==> src/rtl/emu_rst_gen.sv <==
// emu_rst_gen: emulation reset sequencer (lock synchronizer, hold counter, run-time stamp, exit counter).
// Build macro EMU_TIME_SAT_EN: emu_time saturates at all-ones instead of wrapping.
module emu_rst_gen #(
    parameter int unsigned HOLD_CYCLES = 16,
    parameter int unsigned TIME_WIDTH  = 32
) (
    input  logic                  clk,
    input  logic                  rst,
    input  logic                  locked,
    input  logic                  rst_req,
    output logic                  emu_rst,
    output logic [TIME_WIDTH-1:0] emu_time,
    output logic [7:0]            rst_events
);

    typedef enum logic [1:0] {
        WAIT_LOCK = 2'd0,
        HOLD      = 2'd1,
        RUN       = 2'd2
    } state_t;

    localparam logic [15:0]           HOLD_LOAD = 16'(HOLD_CYCLES - 1);
    localparam logic [15:0]           CNT_ONE   = 16'd1;
    localparam logic [TIME_WIDTH-1:0] TIME_ONE  = {{(TIME_WIDTH-1){1'b0}}, 1'b1};
`ifdef EMU_TIME_SAT_EN
    localparam logic [TIME_WIDTH-1:0] TIME_MAX  = '1;
`endif

    state_t      state;
    state_t      next_state;
    logic [15:0] cnt;
    logic [15:0] next_cnt;
    logic        locked_meta;
    logic        locked_s;
    logic        leave_run;

    // NOTE: every variable driven here gets a default first, so no path leaves it unassigned (no latch).
    always_comb begin
        next_state = state;
        next_cnt   = cnt;
        case (state)
            WAIT_LOCK: begin
                if (locked_s) begin
                    next_state = HOLD;
                    next_cnt   = HOLD_LOAD;
                end
            end
            HOLD: begin
                if (!locked_s) begin
                    next_state = WAIT_LOCK;
                end else if (cnt != '0) begin
                    next_cnt = cnt - CNT_ONE;
                end else if (!rst_req) begin
                    next_state = RUN;
                end
            end
            RUN: begin
                if (!locked_s) begin
                    next_state = WAIT_LOCK;
                end else if (rst_req) begin
                    next_state = HOLD;
                    next_cnt   = HOLD_LOAD;
                end
            end
            default: next_state = WAIT_LOCK;
        endcase
    end

    assign leave_run = (state == RUN) && (next_state != RUN);

    // Decoded from the state register alone: no input reaches emu_rst combinationally.
    assign emu_rst = (state != RUN);

    // NOTE: sequential state uses non-blocking assignments so every flop samples pre-edge values.
    always_ff @(posedge clk) begin
        if (rst) begin
            locked_meta <= 1'b0;
            locked_s    <= 1'b0;
            state       <= WAIT_LOCK;
            cnt         <= '0;
            emu_time    <= '0;
            rst_events  <= '0;
        end else begin
            locked_meta <= locked;
            locked_s    <= locked_meta;
            state       <= next_state;
            cnt         <= next_cnt;

            // Zero on the first RUN cycle and whenever emu_rst will be high.
            if (next_state != RUN || state != RUN) begin
                emu_time <= '0;
`ifdef EMU_TIME_SAT_EN
            end else if (emu_time != TIME_MAX) begin
                emu_time <= emu_time + TIME_ONE;
`else
            end else begin
                emu_time <= emu_time + TIME_ONE;
`endif
            end

            if (leave_run && rst_events != 8'hFF) begin
                rst_events <= rst_events + 8'd1;
            end
        end
    end

endmodule

==> config.mk <==
export PLATFORM = sky130hd
export DESIGN_NAME = emu_rst_gen
export DESIGN_NICKNAME = d
export VERILOG_FILES = /design/src/rtl/emu_rst_gen.sv
export SDC_FILE = /design/constraint.sdc
export NUM_CORES = 1
export LEC_CHECK = 0
export ABC_AREA = 1
export CAP_MARGIN = 10
export CORE_UTILIZATION = 35
export DETAILED_ROUTE_END_ITERATION = 10
export SYNTH_ARGS = -nofsm -noshare
export SYNTH_HDL_FRONTEND = slang
export SYNTH_SLANG_ARGS = --single-unit
export TNS_END_PERCENT = 100
==> constraint.sdc <==
create_clock -name clk -period 1.6 [get_ports clk]
set_input_delay 0.32 -clock clk [delete_from_list [all_inputs] [get_ports clk]]
set_output_delay 0.32 -clock clk [all_outputs]
set_load 0.01 [all_outputs]
==> reports/qor.csv <==
stage,metric,value,unit
run_status,status,finished clean,
cells_and_area,register area,0.001237,mm^2
floorplan,core area,0.009328,mm^2
power_and_ir_drop,Power Density,713.7,mW/mm^2
synthesis,Async SR Flop Fraction,0,%
route,drt via density,4.834,
timing,Max Fclk,656.9,MHz
synthesis,Mapped Nets,537,
timing,"Setup violations, final",0,
timing,worst-margin pin slew,0.3146,ns
route,initial DRC count,89,
timing,Fin. Hold Viols,0,
floorplan,Boundary Pins,45,
power_and_ir_drop,VDD IR max,433.1,uV
timing,Setup Skew,0.01096,ns
cts,CTS sink cnt,60,
route,DR WL/cell,12.58,um
cts,clock latency on the worst-skew pair,0.35,ns
synthesis,Synth Warn #,0,
worst_setup_path,CP Capture Type,flip-flop,
power_and_ir_drop,P_leak,1.954,nW
route,router iterations before antenna repair,7,
worst_setup_path,Worst path max stage delay,0.48,ns
timing,max_slew headroom,79.03,%
cells_and_area,Layout area overhead,33.48,%
cells_and_area,final instance area,0.004554,mm^2
route,ANT nets after route,0,
cells_and_area,Inserted Diodes,0,
placement,port bufs,44,
synthesis,mean area per synthesized cell,6.450,um^2
cells_and_area,footprint of the multi-input gates,0.002026,mm^2
worst_setup_path,CP top delay family,buffers and inverters,
grt,first-pass GRT wire length,15770,um
placement,routability cong.,0.8890,
floorplan,Initial Util,36.58,%
timing,Max Slew Vio Count,0,
worst_setup_path,crit path max fanout,6,
cts,Clock H-tree levels,3,
floorplan,die height,100.7,um
min_path,worst hold path type,flip-flop to flip-flop,
worst_setup_path,Crit-path slowest cell,clkdlybuf4s50_1,
floorplan,# rows,35,
worst_setup_path,CP Launch Type,input pin,
cells_and_area,Finished Layout Cells,746,
placement,Placed Cells,724,
worst_setup_path,worst path cell trace,"clkdlybuf4s50_1, inv_1, nand2_1, nand2_1, a21oi_2, nand2_8, clkbuf_4, nor3_1, nor2_1",
cts,CTS Root Buffer Type,clkbuf_8,
synthesis,Post-synth top flop,dfxtp_1,
cts,CTS tree,built,
route,DR vias,3606,
route,DRC Markers,0,
synthesis,count of cell types in the netlist,31,
timing,period utilization,95.14,%
grt,largest net degree at the start of global routing,33,
cells_and_area,Fillers,940,
cells_and_area,fraction of layout cells with a size suffix above 1,21.39,%
placement,cell area after placement,0.004200,mm^2
grt,total grt overflow,0,
cts,Worst-path clk slew,0.07,ns
worst_setup_path,CP most frequent cell,nand2_1,
worst_setup_path,WP buf/inv,3,
worst_setup_path,worst endpoint required time,1.83,ns
floorplan,die area,0.01015,mm^2
synthesis,Post-synth EDFFs,0,
cts,Max Root-Sink Buffers,2,
grt,initial antenna violation count,0,
run,max-cap violations,0,
worst_setup_path,critical path type,input pin to flip-flop,
timing,unrepaired setup endpoints after global routing,yes,
cells_and_area,# nets final,620,
route,final WL,9385,um
cts,clock buffer count from CTS,9,
floorplan,chip width,100.7,um
synthesis,register area share after synthesis,35.20,%
placement,Post-DP HPWL,6904,um
synthesis,#FFs+latches synth,60,
grt,GRT Total Usage,19.67,%
synthesis,Netlist Area Pre-Place,0.003412,mm^2
worst_setup_path,Worst EP arrival,1.76,ns
timing,Final min period,1.522,ns
synthesis,cell count after synthesis,529,
grt,vias in the first global route,3438,
[through the flow]
step / hold slack, ns / setup TNS, ns / utilization [%] / power [W] / setup slack (ns)
2_1_floorplan: 0.3883 / 0 / - / 0.001714 / 0.03461
3_3_place_gp: 0.3961 / -4.896 / 45.03 / 0.001782 / -0.2060
3_5_place_dp: 0.3961 / -7.105 / 45.03 / 0.001787 / -0.2691
4_1_cts: 0.4060 / 0 / 47.42 / 0.003270 / 0.001947
5_1_grt: 0.4327 / -0.02487 / 48.83 / 0.003380 / -0.02487
6_report: 0.4053 / 0 / 48.83 / 0.003250 / 0.07775
[path summary, 6_finish.rpt]
kind / cells past startpoint / end / slack, ns / startpoint
setup / recovery: 9 / cnt[0]$_SDFFE_PP0P_ / 0.08 / rst_req
setup reg to reg: 8 / emu_time[16]$_SDFF_PP0_ / 0.09 / emu_time[1]$_SDFF_PP0_
hold reg to reg: 2 / locked_s$_SDFF_PP0_ / 0.41 / locked_meta$_SDFF_PP0_
hold / removal: 2 / locked_s$_SDFF_PP0_ / 0.41 / locked_meta$_SDFF_PP0_
[Yosys cell counts, types with 6 or more instances]
library cell  number  area, um^2
dfxtp_1           60        1201
or2_2              6       37.54
xor2_1             8       70.07
inv_1             54       202.7
a21oi_1           37       185.2
nor2_1            95       356.6
nand3_1           41       205.2
a21oi_2            8       70.07
o21ai_0            7       35.03
nand2_1          144       540.5
nor3_1            10       50.05
[placed cells by master, fill, tap and decap left out, types with 2 or more instances in the layout]
master / n
nor2_4: 5
o21ai_0: 7
nand3b_1: 5
nand2_1: 141
buf_4: 34
clkinvlp_4: 3
clkbuf_8: 11
xnor2_1: 4
nand3_1: 39
inv_1: 51
nor3b_1: 4
xor2_1: 8
a21oi_1: 37
dfxtp_2: 29
dfxtp_1: 31
nor3_1: 10
nand4_1: 5
or2_0: 2
nor2_1: 91
ha_4: 2
dlygate4sd2_1: 33
inv_2: 5
nand2_2: 8
a21oi_2: 8
nand3_4: 2
nor2_2: 9
clkdlybuf4s50_1: 3
o21bai_1: 2
dlymetal6s2s_1: 8
or2_2: 6
[sequential cells by signal, indices dropped and copies added, names as in the netlist]
register,flops
rst_events,8
cnt,16
emu_time,32
state,2
locked_meta,1
locked_s,1
[worst register-to-register path, cell delays in order, from the launching register on]
cell	delay (ns)
dfxtp_2	0.35
ha_1	0.18
nand2_2	0.08
nor2_4	0.18
inv_2	0.08
nor2_4	0.14
nand3_2	0.09
or2_0	0.21
a21oi_1	0.12
[layout make-up]
cell class	instances	area share [%]
multi-input cells	404	44.48
flip-flops and latches	60	27.17
repair buffers	80	15.41
inverters	57	4.780
well taps	129	3.544
clock buffers	11	3.324
clock inverters	5	1.291
[per-layer routing]
layer | up-vias | share of wire [%] | GRT usage [%]
met5 | - | 0 | 0
met4 | 0 | 2.6 | 7.023
met3 | 24 | 3.8 | 4.854
met2 | 81 | 50 | 35.99
met1 | 1653 | 44 | 22.03
li1 | 1848 | - | -
[kinds of logic after synthesis]
logic type / synth area share [%]
AOI/OAI and AO/OA: 9.791
xor gates and xnor gates: 3.080
adders and majority gates: 1.467
buffers and inverters: 7.774
DFF: 35.20
and+or+nand+nor: 42.68
[repair_timing]
item / CTS / global route
gates resized for setup: 61 / 31
hold buffers: 0 / 0
endpoints found under the setup margin: 43 / 39
setup buffers: 1 / 5
hold endpoints to repair: 0 / 0
pin swaps: 1 / 8
[where the power goes]
group,internal (W),switching (W)
combinational,0.000114,0.000157
sequential,0.00150,0.00000836
clock,0.000807,0.000662
Power figures use the tool's default switching activity.
